**config.mk**
```make
export PLATFORM = sky130hd
export DESIGN_NAME = boot_loader
export DESIGN_NICKNAME = d
export VERILOG_FILES = /design/src/rtl/boot_pkg.sv /design/src/rtl/boot_loader.sv
export SDC_FILE = /design/constraint.sdc
export NUM_CORES = 1
export LEC_CHECK = 0
export CAP_MARGIN = 25
export CORE_UTILIZATION = 48
export CTS_BUF_LIST = sky130_fd_sc_hd__clkbuf_16
export CTS_CLUSTER_DIAMETER = 60
export CTS_CLUSTER_SIZE = 12
export DETAILED_ROUTE_END_ITERATION = 10
export MAX_ROUTING_LAYER = met4
export PLACE_DENSITY = 0.8
export SETUP_SLACK_MARGIN = 0.5
export SLEW_MARGIN = 40
export SYNTH_ARGS = -nofsm -noshare
export SYNTH_HDL_FRONTEND = slang
export SYNTH_SLANG_ARGS = --single-unit
```
**constraint.sdc**
```tcl
create_clock -name clk_i -period 3.25 [get_ports clk_i]
set_input_delay 0.65 -clock clk_i [delete_from_list [all_inputs] [get_ports clk_i]]
set_output_delay 0.65 -clock clk_i [all_outputs]
set_load 0.02 [all_outputs]
```
**src/rtl/boot_pkg.sv**
```systemverilog
// Shared definitions for the boot loader: FSM state encoding and word/byte sizing.
package boot_pkg;

   typedef enum logic [2:0] {
      IDLE = 3'd0,
      RD   = 3'd1,
      WAIT = 3'd2,
      WR   = 3'd3,
      DONE = 3'd4,
      ERR  = 3'd5
   } boot_state_e;

   localparam int unsigned BITS_PER_BYTE = 8;

   // Destination addresses advance by this many bytes per copied word.
   function automatic int unsigned bytes_per_word(input int unsigned data_width);
      return data_width / BITS_PER_BYTE;
   endfunction

endpackage

```
**src/rtl/boot_loader.sv**
```systemverilog
// One-shot boot copier: moves len words from the boot ROM to a byte-addressed
// destination memory, then raises a sticky core fetch enable.
module boot_loader
   import boot_pkg::*;
#(
   parameter int unsigned DATA_WIDTH = 32,
   parameter int unsigned ROM_WORDS  = 1024,
   parameter int unsigned DST_AW     = 32
) (
   input  logic                          clk_i,
   input  logic                          rst_ni,
   input  logic                          start_i,
   input  logic [$clog2(ROM_WORDS):0]    len_i,
   input  logic [DST_AW-1:0]             dst_base_i,
   output logic                          rom_req_o,
   output logic [$clog2(ROM_WORDS)-1:0]  rom_addr_o,
   input  logic [DATA_WIDTH-1:0]         rom_rdata_i,
   output logic                          mem_req_o,
   output logic                          mem_we_o,
   output logic [DST_AW-1:0]             mem_addr_o,
   output logic [DATA_WIDTH-1:0]         mem_wdata_o,
   output logic [DATA_WIDTH/8-1:0]       mem_be_o,
   input  logic                          mem_gnt_i,
   output logic                          busy_o,
   output logic                          done_o,
   output logic                          err_o,
   output logic                          fetch_en_o
);

   localparam int unsigned AW  = $clog2(ROM_WORDS);
   localparam int unsigned LW  = AW + 1;
   localparam int unsigned BPW = bytes_per_word(DATA_WIDTH);

   boot_state_e             state_q, state_d;
   logic [AW-1:0]           idx_q, idx_d;
   logic [LW-1:0]           len_q, len_d;
   logic [DST_AW-1:0]       base_q, base_d;
   logic [DATA_WIDTH-1:0]   data_q, data_d;
   logic                    fetch_en_q;

   logic                    last_word;
   logic [DST_AW-1:0]       wr_addr;

   assign last_word = ({1'b0, idx_q} == (len_q - LW'(1)));

   // Byte offset wraps modulo 2^DST_AW by construction of the adder width.
   assign wr_addr = base_q + (DST_AW'(idx_q) * DST_AW'(BPW));

   always_ff @(posedge clk_i or negedge rst_ni) begin
      if (!rst_ni) begin
         state_q    <= IDLE;
         idx_q      <= '0;
         len_q      <= '0;
         base_q     <= '0;
         data_q     <= '0;
         fetch_en_q <= 1'b0;
      end else begin
         state_q <= state_d;
         idx_q   <= idx_d;
         len_q   <= len_d;
         base_q  <= base_d;
         data_q  <= data_d;
         if (state_d == DONE) begin
            fetch_en_q <= 1'b1;
         end
      end
   end

   always_comb begin
      state_d     = state_q;
      idx_d       = idx_q;
      len_d       = len_q;
      base_d      = base_q;
      data_d      = data_q;

      rom_req_o   = 1'b0;
      rom_addr_o  = '0;
      mem_req_o   = 1'b0;
      mem_we_o    = 1'b0;
      mem_addr_o  = '0;
      mem_wdata_o = '0;
      mem_be_o    = '0;
      busy_o      = 1'b0;
      done_o      = 1'b0;
      err_o       = 1'b0;
      fetch_en_o  = fetch_en_q;

      case (state_q)
         IDLE: begin
            if (start_i) begin
               if (len_i > LW'(ROM_WORDS)) begin
                  state_d = ERR;
               end else if (len_i == '0) begin
                  state_d = DONE;
               end else begin
                  len_d   = len_i;
                  base_d  = dst_base_i;
                  idx_d   = '0;
                  state_d = RD;
               end
            end
         end

         RD: begin
            busy_o     = 1'b1;
            rom_req_o  = 1'b1;
            rom_addr_o = idx_q;
            state_d    = WAIT;
         end

         WAIT: begin
            busy_o  = 1'b1;
            data_d  = rom_rdata_i;
            state_d = WR;
         end

         // Request, address and data stay put until the destination grants.
         WR: begin
            busy_o      = 1'b1;
            mem_req_o   = 1'b1;
            mem_we_o    = 1'b1;
            mem_addr_o  = wr_addr;
            mem_wdata_o = data_q;
            mem_be_o    = '1;
            if (mem_gnt_i) begin
               if (last_word) begin
                  state_d = DONE;
               end else begin
                  idx_d   = idx_q + AW'(1);
                  state_d = RD;
               end
            end
         end

         DONE: begin
            done_o = 1'b1;
         end

         ERR: begin
            err_o = 1'b1;
         end

         default: begin
            state_d = IDLE;
         end
      endcase
   end

endmodule
```
==> impl_metrics.py, run 1 <==
metrics = {
    "route": {
        "routed_wl_um": 16080,
        "ant_nets": 0,
        "drt-vias-per-instance": 5.565,
        "avgRoutedWirePerCell_um": 18.52,
        "dr.first_iter.drc_count": 281,
        "vias": 4830,
        "dr.pass1.iters": 4,
        "post-route-drc-count": 0,
    },
    "timing": {
        "worst_pin_slew_ns": 0.6326,
        "grt_setup_unrepaired": "yes",
        "setup_viol": 11,
        "hold_ws_ns": 0.2568,
        "slew-limit-headroom_pct": 57.82,
        "period_share_pct": 101.4,
        "hold_violations": 0,
        "max_freq_ghz": 0.3033,
        "fin_crit_ns": 3.297,
        "skew_ns": 0.005160,
        "setup_ws_ns": -0.04701,
        "slew_violations": 0,
    },
    "clock_tree": {
        "cts_tree": "done",
        "hold_buffers": 0,
        "cts.clk_slew.worst_paths_ns": 0.06,
        "clk-insertion-delay-late_ns": 0.36,
        "cts_root_buffer": "clkbuf_16",
        "cts_max_level": 3,
        "clockBufferDepth": 2,
        "numClockSinks": 89,
        "numCtsBuffers": 9,
    },
    "layout": {
        "utilization_pct": 77.97,
        "nFillCells": 695,
        "syn2layout_area_growth_pct": 55.01,
        "drive_gt1_share_pct": 37.62,
        "final_nets": 818,
    },
    "die": {
        "io_pins": 164,
        "die_w_um": 106.9,
        "die_h_um": 106.9,
        "rows": 37,
        "core_area_um2": 10510,
        "initial_utilization_pct": 50.30,
        "die-area_um2": 11440,
    },
    "yosys": {
        "synth-seq-area-share_pct": 42.13,
        "syn_avg_cell_area_um2": 10.09,
        "netlist_area_um2": 5286,
        "synth_most_common_cell": "dfrtp_1",
        "syn_inst": 524,
        "ys_seq_elements": 89,
        "ys.flop_type": "dfrtp_1",
        "ys_async_sr_fraction_pct": 100.0,
        "yosysTopAreaCell": "dfrtp_1",
        "synth_area_leaders": "dfrtp_1, mux2_2, and2_1",
        "synth_common_cells": "dfrtp_1, mux2_2, and2_1",
        "synthDistinctLibCells": 54,
        "synth_nets": 616,
        "yosys_warnings": 0,
        "synth_top_area_share_pct": 42.13,
        "synth-edff-count": 0,
    },
    "critical_path": {
        "path_max_fanout": 7,
        "critPathArrivalTime_ns": 2.65,
        "r2r_slack_ns": 0.54,
        "reg2regPathDepth": 8,
        "cp_slowest_cell": "dfrtp_1",
        "r2r_start": "len_q[0]",
        "cpPeakStageDelay_ns": 0.42,
        "crit_path_frequent_cell": "buf_6",
        "worstPathRequired_ns": 2.60,
        "end_kind": "output port",
        "rr_endpoint": "idx_q[7]",
        "crit_end": "mem_addr_o[29]",
        "crit_chain": "ha_4, or2_4, o32a_1, buf_6, a311oi_4, buf_6, nor4bb_2, xnor2_1, nor2_2, buf_6",
        "worstSetupPathType": "flip-flop to output port",
        "critPathTopFamily": "compound AO/OA/AOI/OAI gates",
        "crit_cells": 10,
        "crit_buf_inv": 3,
        "startpoint": "idx_q[7]",
        "start_kind": "flip-flop",
    },
    "global_routing": {
        "grt_pass1_wl_um": 24640,
        "track_usage_pct": 28.55,
        "busiest_layer": "met2",
        "grt_overflow": 0,
        "grt_start_max_net_pins": 66,
        "grtUsageMet3_pct": 7.477,
        "grtUsageMet1_pct": 33.62,
        "met2_usage_pct": 46.27,
        "grt_pass1_vias": 4982,
        "antenna_found_initial": 1,
    },
    "job": {
        "max_cap_viol_count": 0,
    },
    "status": {
        "violations": "setup timing",
        "status": "complete, but fails checks",
    },
    "power_and_ir_drop": {
        "powerDensity_nw_per_um2": 1109,
        "p_sw_mw": 3.992,
        "sequentialPowerShare_pct": 24.0,
        "swShare_pct": 43.93,
        "clkPwrFrac_pct": 11.1,
        "power.internal_mw": 5.096,
        "p_leak_nw": 3.615,
        "comb_power_share_pct": 64.9,
        "ir_drop_v": 0.0008260,
    },
    "placement": {
        "place_congestion": 0.9002,
        "port_buffers": 163,
        "hpwl_um": 10500,
    },
    "min_path": {
        "min_path_type": "input pin to asynchronous set/reset pin",
    },
}
==> routing by layer <==
layer  share of wire, %  wire (um)
met2                 51       8158
met1                 40       6432
met4                2.3        371
met3                6.9       1115
met5                  0          0
==> layout make-up <==
cell class | count | area (um2) | share of cell area (%)
Inverter | 17 | 63.81 | 0.7787
Multi-Input combinational cell | 390 | 3312 | 40.42
Sequential cell | 89 | 2232 | 27.24
Timing Repair Buffer | 219 | 2135 | 26.05
Antenna cell | 1 | 2.502 | 0.03054
Clock buffer | 9 | 225.2 | 2.749
Tap cell | 136 | 170.2 | 2.077
Clock inverter | 7 | 53.80 | 0.6566
==> layout by cell type (no fill, tap or decap), drive strengths merged, types with 3 or more instances in the layout <==
cell type	instances
clkdlybuf4s50	106
dfrtp	89
buf	82
mux2	71
and2	41
nor2	39
nand2	27
a21oi	25
o21ai	22
xnor2	21
nor3	21
inv	19
nand3	18
dlymetal6s2s	17
xor2	14
dlygate4sd2	12
ha	12
clkbuf	11
a21o	8
and3	8
nor4	7
a211oi	6
nand4	5
or3	5
nor2b	4
a31o	4
clkinv	4
and4	3
a31oi	3
nor3b	3
or2	3
==> repair_timing <==
action | 4_1_cts | 5_1_grt
gates resized for setup | 196 | 67
endpoints found under the setup margin | 73 | 72
buffers inserted | 4 | 11
gates cloned | 0 | 0
pin swaps | 35 | 28
==> power groups by stage <==
stage                     sequential, mW  combinational [mW]  clock (mW)
final                               2.18                5.90        1.01
after global routing                2.27                6.27        1.06
after CTS                           2.14                5.45        1.02
after detailed placement            2.13                5.27           0
after global placement              2.09                5.14           0
after floorplan                     2.04                3.20           0
==> worst min-delay path by stage <==
stage                           from         end  depth (start not counted)
final                         rst_ni  base_q[22]                          1
after global routing          rst_ni   base_q[0]                          1
after CTS                     rst_ni   data_q[3]                          1
after detailed placement  fetch_en_o  fetch_en_o                          1
after global placement    fetch_en_o  fetch_en_o                          1
after floorplan               rst_ni   base_q[0]                          0
==> per-stage QoR <==
stage / cell area [um2] / setup TNS, ns / instances / worst slack, ns / total power [mW]
finish: 8194 / -0.2461 / 868 / -0.04701 / 9.088
CTS: 7843 / -0.003936 / 856 / -0.003936 / 8.613
global placement: 7383 / -0.2985 / 836 / -0.05367 / 7.235
detailed placement: 7387 / -1.146 / 836 / -0.09380 / 7.402
floorplan: 5396 / 0 / 524 / 0.4579 / 5.247
global route: 8194 / -1.492 / 868 / -0.1192 / 9.595
==> worst register-to-register path, stage by stage, from the launching register on <==
cell and delay [ns]:
dfrtp_1 0.41, buf_4 0.15, or4_4 0.54, nor4_2 0.21, a22oi_1 0.18, or4b_4 0.57
buf_6 0.17, a211oi_1 0.28, a31o_2 0.15
==> logic make-up (layout without fill, tap and decap cells) <==
family                     after synthesis  in the layout  synth area share [%]
and+or+nand+nor                        191            191                 19.86
DFF                                     89             89                 42.13
AOI/OAI and AO/OA                       78             78                 9.326
muxes                                   73             73                 15.50
buffers and inverters                   45            252                 4.166
xor gates and xnor gates                35             35                 5.799
adders and majority gates               13             13                 3.219
other                                    0              1                     0
==> registers in the layout (all words and copies together) (netlist names) <==
signal and flops:
base_q 32, data_q 32, fetch_en_o 1, idx_q 10, len_q 11, state_q 3
Power figures use the tool's default switching activity.
==> run 2: changes to the inputs <==
==> constraint.sdc (replaced) <==
create_clock -name clk_i -period 3.25 [get_ports clk_i]
set_input_delay 0.975 -clock clk_i [delete_from_list [all_inputs] [get_ports clk_i]]
set_output_delay 0.975 -clock clk_i [all_outputs]
set_load 0.02 [all_outputs]
==> impl_metrics.py, run 2 (synthesis gave the netlist of run 1 again) <==
metrics = {
    "timing": {
        "worst_pin_slew_ns": 0.6157,
        "fin_crit_ns": 3.630,
        "setup_viol": 22,
        "hold_violations": 0,
        "period_share_pct": 111.7,
        "skew_ns": 0.007296,
        "slew_violations": 0,
        "max_freq_ghz": 0.2755,
        "slew-limit-headroom_pct": 58.95,
        "grt_setup_unrepaired": "yes",
        "setup_ws_ns": -0.3803,
    },
    "route": {
        "ant_nets": 0,
        "avgRoutedWirePerCell_um": 19.19,
        "dr.pass1.iters": 4,
        "post-route-drc-count": 0,
        "routed_wl_um": 17350,
        "dr.first_iter.drc_count": 302,
        "vias": 5076,
        "drt-vias-per-instance": 5.615,
    },
    "die": {
        "die_w_um": 106.9,
        "io_pins": 164,
        "initial_utilization_pct": 50.30,
        "die-area_um2": 11440,
        "core_area_um2": 10510,
        "rows": 37,
        "die_h_um": 106.9,
    },
    "min_path": {
        "min_path_type": "flip-flop to flip-flop",
    },
    "global_routing": {
        "grt_pass1_wl_um": 26600,
        "antenna_found_initial": 0,
        "grt_pass1_vias": 5364,
        "track_usage_pct": 30.77,
        "grt_start_max_net_pins": 48,
        "grt_overflow": 0,
    },
    "power_and_ir_drop": {
        "power.internal_mw": 5.226,
        "p_total_mw": 9.408,
        "clkPwrFrac_pct": 10.4,
        "p_leak_nw": 3.807,
        "p_sw_mw": 4.182,
        "swShare_pct": 44.45,
        "comb_power_share_pct": 66.7,
        "sequentialPowerShare_pct": 22.9,
        "powerDensity_nw_per_um2": 1091,
        "ir_drop_v": 0.0007623,
    },
    "status": {
        "status": "complete, but fails checks",
        "violations": "setup timing",
    },
    "critical_path": {
        "cp_slowest_cell": "dfrtp_2",
        "critPathArrivalTime_ns": 2.66,
        "end_kind": "output port",
        "start_kind": "flip-flop",
        "path_max_fanout": 4,
        "cpPeakStageDelay_ns": 0.43,
        "worstSetupPathType": "flip-flop to output port",
        "worstPathRequired_ns": 2.27,
        "crit_chain": "ha_4, fa_2, a21oi_4, o211ai_1, a31o_2, a21o_1, nand3_1, xor2_1, nor2_2, buf_6",
        "critPathTopFamily": "compound AO/OA/AOI/OAI gates",
        "crit_buf_inv": 1,
    },
    "layout": {
        "final_nets": 855,
        "drive_gt1_share_pct": 45.57,
        "syn2layout_area_growth_pct": 63.05,
        "final_common_cell": "dfrtp_1",
        "diodes": 0,
        "instances_no_fill": 904,
        "most-common-layout-cells": "dfrtp_1, buf_4, mux2_2, clkdlybuf4s50_1, and2_1",
        "reg_top3": "base_q x32, data_q x32, len_q x11",
        "nFillCells": 602,
    },
    "clock_tree": {
        "numCtsBuffers": 9,
        "clk-insertion-delay-late_ns": 0.34,
        "cts_root_buffer": "clkbuf_16",
        "cts_max_level": 3,
        "cts.clk_slew.worst_paths_ns": 0.06,
        "cts_tree": "done",
        "hold_buffers": 0,
        "numClockSinks": 89,
        "clockBufferDepth": 2,
    },
    "placement": {
        "port_buffers": 163,
        "place_inst": 859,
        "hpwl_um": 11100,
        "place_congestion": 0.8853,
    },
    "job": {
        "max_cap_viol_count": 0,
    },
}
## run 2: changes by cell type in the layout (fill, tap and decap cells not counted), moves of 4 or more
cell	before	now
clkdlybuf4s50_1	106	71
nor3_4	1	6
dlygate4sd2_1	12	19
buf_6	28	38
nor2_2	15	21
nor2_1	22	15
a21oi_4	2	10
buf_4	52	75
clkbuf_2	2	25
a21oi_2	13	5
nor3_2	7	3
clkdlybuf4s15_1	0	12
dlymetal6s2s_1	17	5
## run 2: power groups by stage
stage          clock [mW]  sequential, mW  combinational, mW
3_3_place_gp            0            2.10               5.51
3_5_place_dp            0            2.14               5.66
2_1_floorplan           0            2.08               3.36
4_1_cts             0.989            2.13               5.71
6_report            0.976            2.16               6.28
5_1_grt              1.03            2.23               6.67
## run 2: worst register-to-register path: stages (launching register included)
cell      delay (ns)
dfrtp_1         0.42
buf_4           0.15
or4_4           0.55
nor4_1          0.26
a21oi_1         0.17
or4b_4          0.56
nand3b_1        0.13
mux2_2          0.33
## run 2: path summary, 6_finish.rpt
check                      slack [ns]  cells past startpoint       start             end
max                             -0.38                     10    idx_q[0]  mem_addr_o[16]
min in group asynchronous        0.64                      1      rst_ni      base_q[22]
min                              0.48                      1  fetch_en_o      fetch_en_o
min reg2reg                      0.48                      1  fetch_en_o      fetch_en_o
max reg2reg                      0.58                      7    len_q[0]        idx_q[2]
max in group asynchronous        1.92                      2      rst_ni      state_q[0]
## run 2: per-layer routing
layer / vias up / routed length (um) / part of all wire [%] / GRT usage, %
met3: 49 / 1114 / 6.4 / 6.748
li1: 2321 / - / - / -
met4: 0 / 572 / 3.3 / 12.52
met1: 2512 / 6842 / 39 / 36.54
met5: - / 0 / 0 / -
met2: 194 / 8816 / 51 / 50.83
## run 2: stage by stage
step	setup WS, ns	area, um2	hold WS [ns]	setup TNS (ns)	utilization [%]
2_1_floorplan	0.1407	5560	0.4720	0	-
3_3_place_gp	-0.3777	7761	0.4625	-6.406	73.85
3_5_place_dp	-0.4214	7761	0.4693	-7.596	73.85
4_1_cts	-0.3207	8310	0.4877	-5.031	79.08
5_1_grt	-0.4770	8620	0.5094	-7.785	82.02
6_report	-0.3803	8620	0.4802	-5.739	82.02
## run 2: final cells by class
type	instances	area [um2]	share of cell area, %
clock buffers	9	225.2	2.613
clock inverters	7	46.29	0.5371
inverters	17	67.56	0.7839
multi-input cells	391	3506	40.67
flip-flops and latches	89	2232	25.90
well taps	136	170.2	1.974
repair buffers	255	2372	27.52
## run 2: repair_timing
| action | CTS | global route |
|---|---|---|
| setup buffers | 10 | 15 |
| endpoints found under the setup margin | 130 | 102 |
| pin swaps | 43 | 59 |
| cloned | 3 | 1 |
| resized for setup | 258 | 132 |
==> run 3: changes to the inputs <==
MAX_ROUTING_LAYER = unset   (was met4)
RECOVER_POWER = 50   (was unset)
==> impl_metrics.py, run 3 (synthesis gave the netlist of run 1 again) <==
metrics = {
    "clock_tree": {
        "numClockSinks": 89,
        "clockBufferDepth": 2,
        "cts.clk_slew.worst_paths_ns": 0.07,
        "cts_root_buffer": "clkbuf_16",
        "clk-insertion-delay-late_ns": 0.34,
        "cts_max_level": 3,
        "cts_tree": "done",
        "numCtsBuffers": 9,
    },
    "timing": {
        "grt_setup_unrepaired": "yes",
        "fin_crit_ns": 3.627,
        "hold_ws_ns": 0.4798,
        "worst_pin_slew_ns": 1.723,
        "hold_violations": 0,
        "setup_ws_ns": -0.3771,
        "skew_ns": 0.007265,
        "max_freq_ghz": 0.2757,
        "period_share_pct": 111.6,
        "slew-limit-headroom_pct": -14.86,
        "setup_viol": 22,
        "slew_violations": 33,
    },
    "power_and_ir_drop": {
        "p_sw_mw": 4.195,
        "power.internal_mw": 5.210,
        "ir_drop_v": 0.0007835,
        "powerDensity_nw_per_um2": 1098,
        "p_leak_nw": 3.757,
        "p_total_mw": 9.405,
        "sequentialPowerShare_pct": 22.8,
        "swShare_pct": 44.60,
        "clkPwrFrac_pct": 10.4,
        "comb_power_share_pct": 66.7,
    },
    "global_routing": {
        "grt_pass1_wl_um": 26630,
        "grt_start_max_net_pins": 48,
        "track_usage_pct": 29.88,
        "grt_pass1_vias": 5361,
        "grt_overflow": 0,
        "antenna_found_initial": 0,
    },
    "layout": {
        "diodes": 0,
        "reg_top3": "base_q x32, data_q x32, len_q x11",
        "instances_no_fill": 904,
        "drive_gt1_share_pct": 45.31,
        "syn2layout_area_growth_pct": 62.06,
        "utilization_pct": 81.52,
        "final_nets": 855,
        "final_common_cell": "dfrtp_1",
        "most-common-layout-cells": "dfrtp_1, mux2_2, clkdlybuf4s50_1, buf_4, and2_1",
    },
    "route": {
        "ant_nets": 0,
        "dr.first_iter.drc_count": 340,
        "dr.pass1.iters": 5,
        "routed_wl_um": 17590,
        "avgRoutedWirePerCell_um": 19.46,
        "drt-vias-per-instance": 5.685,
        "post-route-drc-count": 0,
        "vias": 5139,
    },
    "critical_path": {
        "worstSetupPathType": "flip-flop to output port",
        "r2r_slack_ns": 0.46,
        "reg2regPathDepth": 4,
        "path_max_fanout": 6,
        "end_kind": "output port",
        "critPathArrivalTime_ns": 2.65,
        "r2r_start": "state_q[2]",
        "start_kind": "flip-flop",
        "rr_endpoint": "data_q[7]",
        "worstPathRequired_ns": 2.27,
    },
    "min_path": {
        "worstHoldStart": "fetch_en_o",
        "whs_endpoint": "fetch_en_o",
        "whs_path_depth": 1,
        "min_path_type": "flip-flop to flip-flop",
    },
    "status": {
        "status": "complete, but fails checks",
        "violations": "capacitance limit, slew limit, setup timing",
    },
    "placement": {
        "hpwl_um": 11100,
        "port_buffers": 163,
        "place_inst": 859,
        "place_congestion": 0.8710,
        "post-place-ws_ns": -0.4214,
    },
    "die": {
        "die_w_um": 106.9,
        "rows": 37,
        "core_area_um2": 10510,
        "die-area_um2": 11440,
        "io_pins": 164,
        "die_h_um": 106.9,
        "initial_utilization_pct": 50.30,
    },
    "job": {
        "max_cap_viol_count": 1,
    },
}
-- run 3: cell types whose count changed in the layout (fill, tap and decap cells not counted), sizes merged --
cell / previous run / this run
clkbuf: 34 / 39
buf: 120 / 116
clkdlybuf4s15: 13 / 12
-- run 3: power by group through the flow --
stage | clock network (mW) | logic, mW | registers [mW]
2_1_floorplan | 0 | 3.36 | 2.08
3_3_place_gp | 0 | 5.51 | 2.10
4_1_cts | 0.989 | 5.71 | 2.13
3_5_place_dp | 0 | 5.66 | 2.14
5_1_grt | 1.03 | 6.68 | 2.22
6_report | 0.980 | 6.28 | 2.15
-- run 3: stage by stage --
step / TNS [ns] / area (um2)
final: -5.842 / 8567
after global routing: -7.545 / 8567
after CTS: -5.031 / 8310
after detailed placement: -7.596 / 7761
after global placement: -6.406 / 7761
after floorplan: 0 / 5560
-- run 3: critical path, cell delays in order (launching register included) --
cell and delay [ns]:
dfrtp_1 0.42, ha_4 0.18, or2_4 0.24, o32a_1 0.35, a311oi_4 0.34, buf_6 0.18, buf_6 0.11, nor3b_2 0.04
xnor2_1 0.22, nor2_2 0.08, buf_6 0.14
-- run 3: timing repair --
item,4_1_cts,5_1_grt
cloned,3,1
buffers inserted,10,15
gates resized for setup,258,130
hold buffers,0,0
pin swaps,43,57
setup endpoints to repair,130,102
-- run 3: how the worst max path moves through the flow --
stage | start | end | slack [ns]
after global routing | idx_q[7] | mem_addr_o[21] | -0.47
after global placement | idx_q[1] | mem_addr_o[31] | -0.38
after detailed placement | idx_q[1] | mem_addr_o[31] | -0.42
after CTS | base_q[2] | mem_addr_o[20] | -0.32
final | idx_q[7] | mem_addr_o[21] | -0.38
after floorplan | idx_q[7] | mem_addr_o[29] | 0.14
-- run 3: layout make-up --
cell class              count  area (um2)
repair buffers            255        2340
clock buffers               9       225.2
fillers                   625        1942
well taps                 136       170.2
clock inverters             7       46.29
multi-input cells         391        3486
flip-flops and latches     89        2232
inverters                  17       67.56
-- run 3: layer usage --
layer  global-route usage [%]  vias up  share of wire (%)
li1                         -     2319                  -
met1                    35.52     2525                 37
met2                    50.78      235                 51
met3                    8.207       60                8.0
met4                    12.52        0                3.6
met5                        0        -                  0
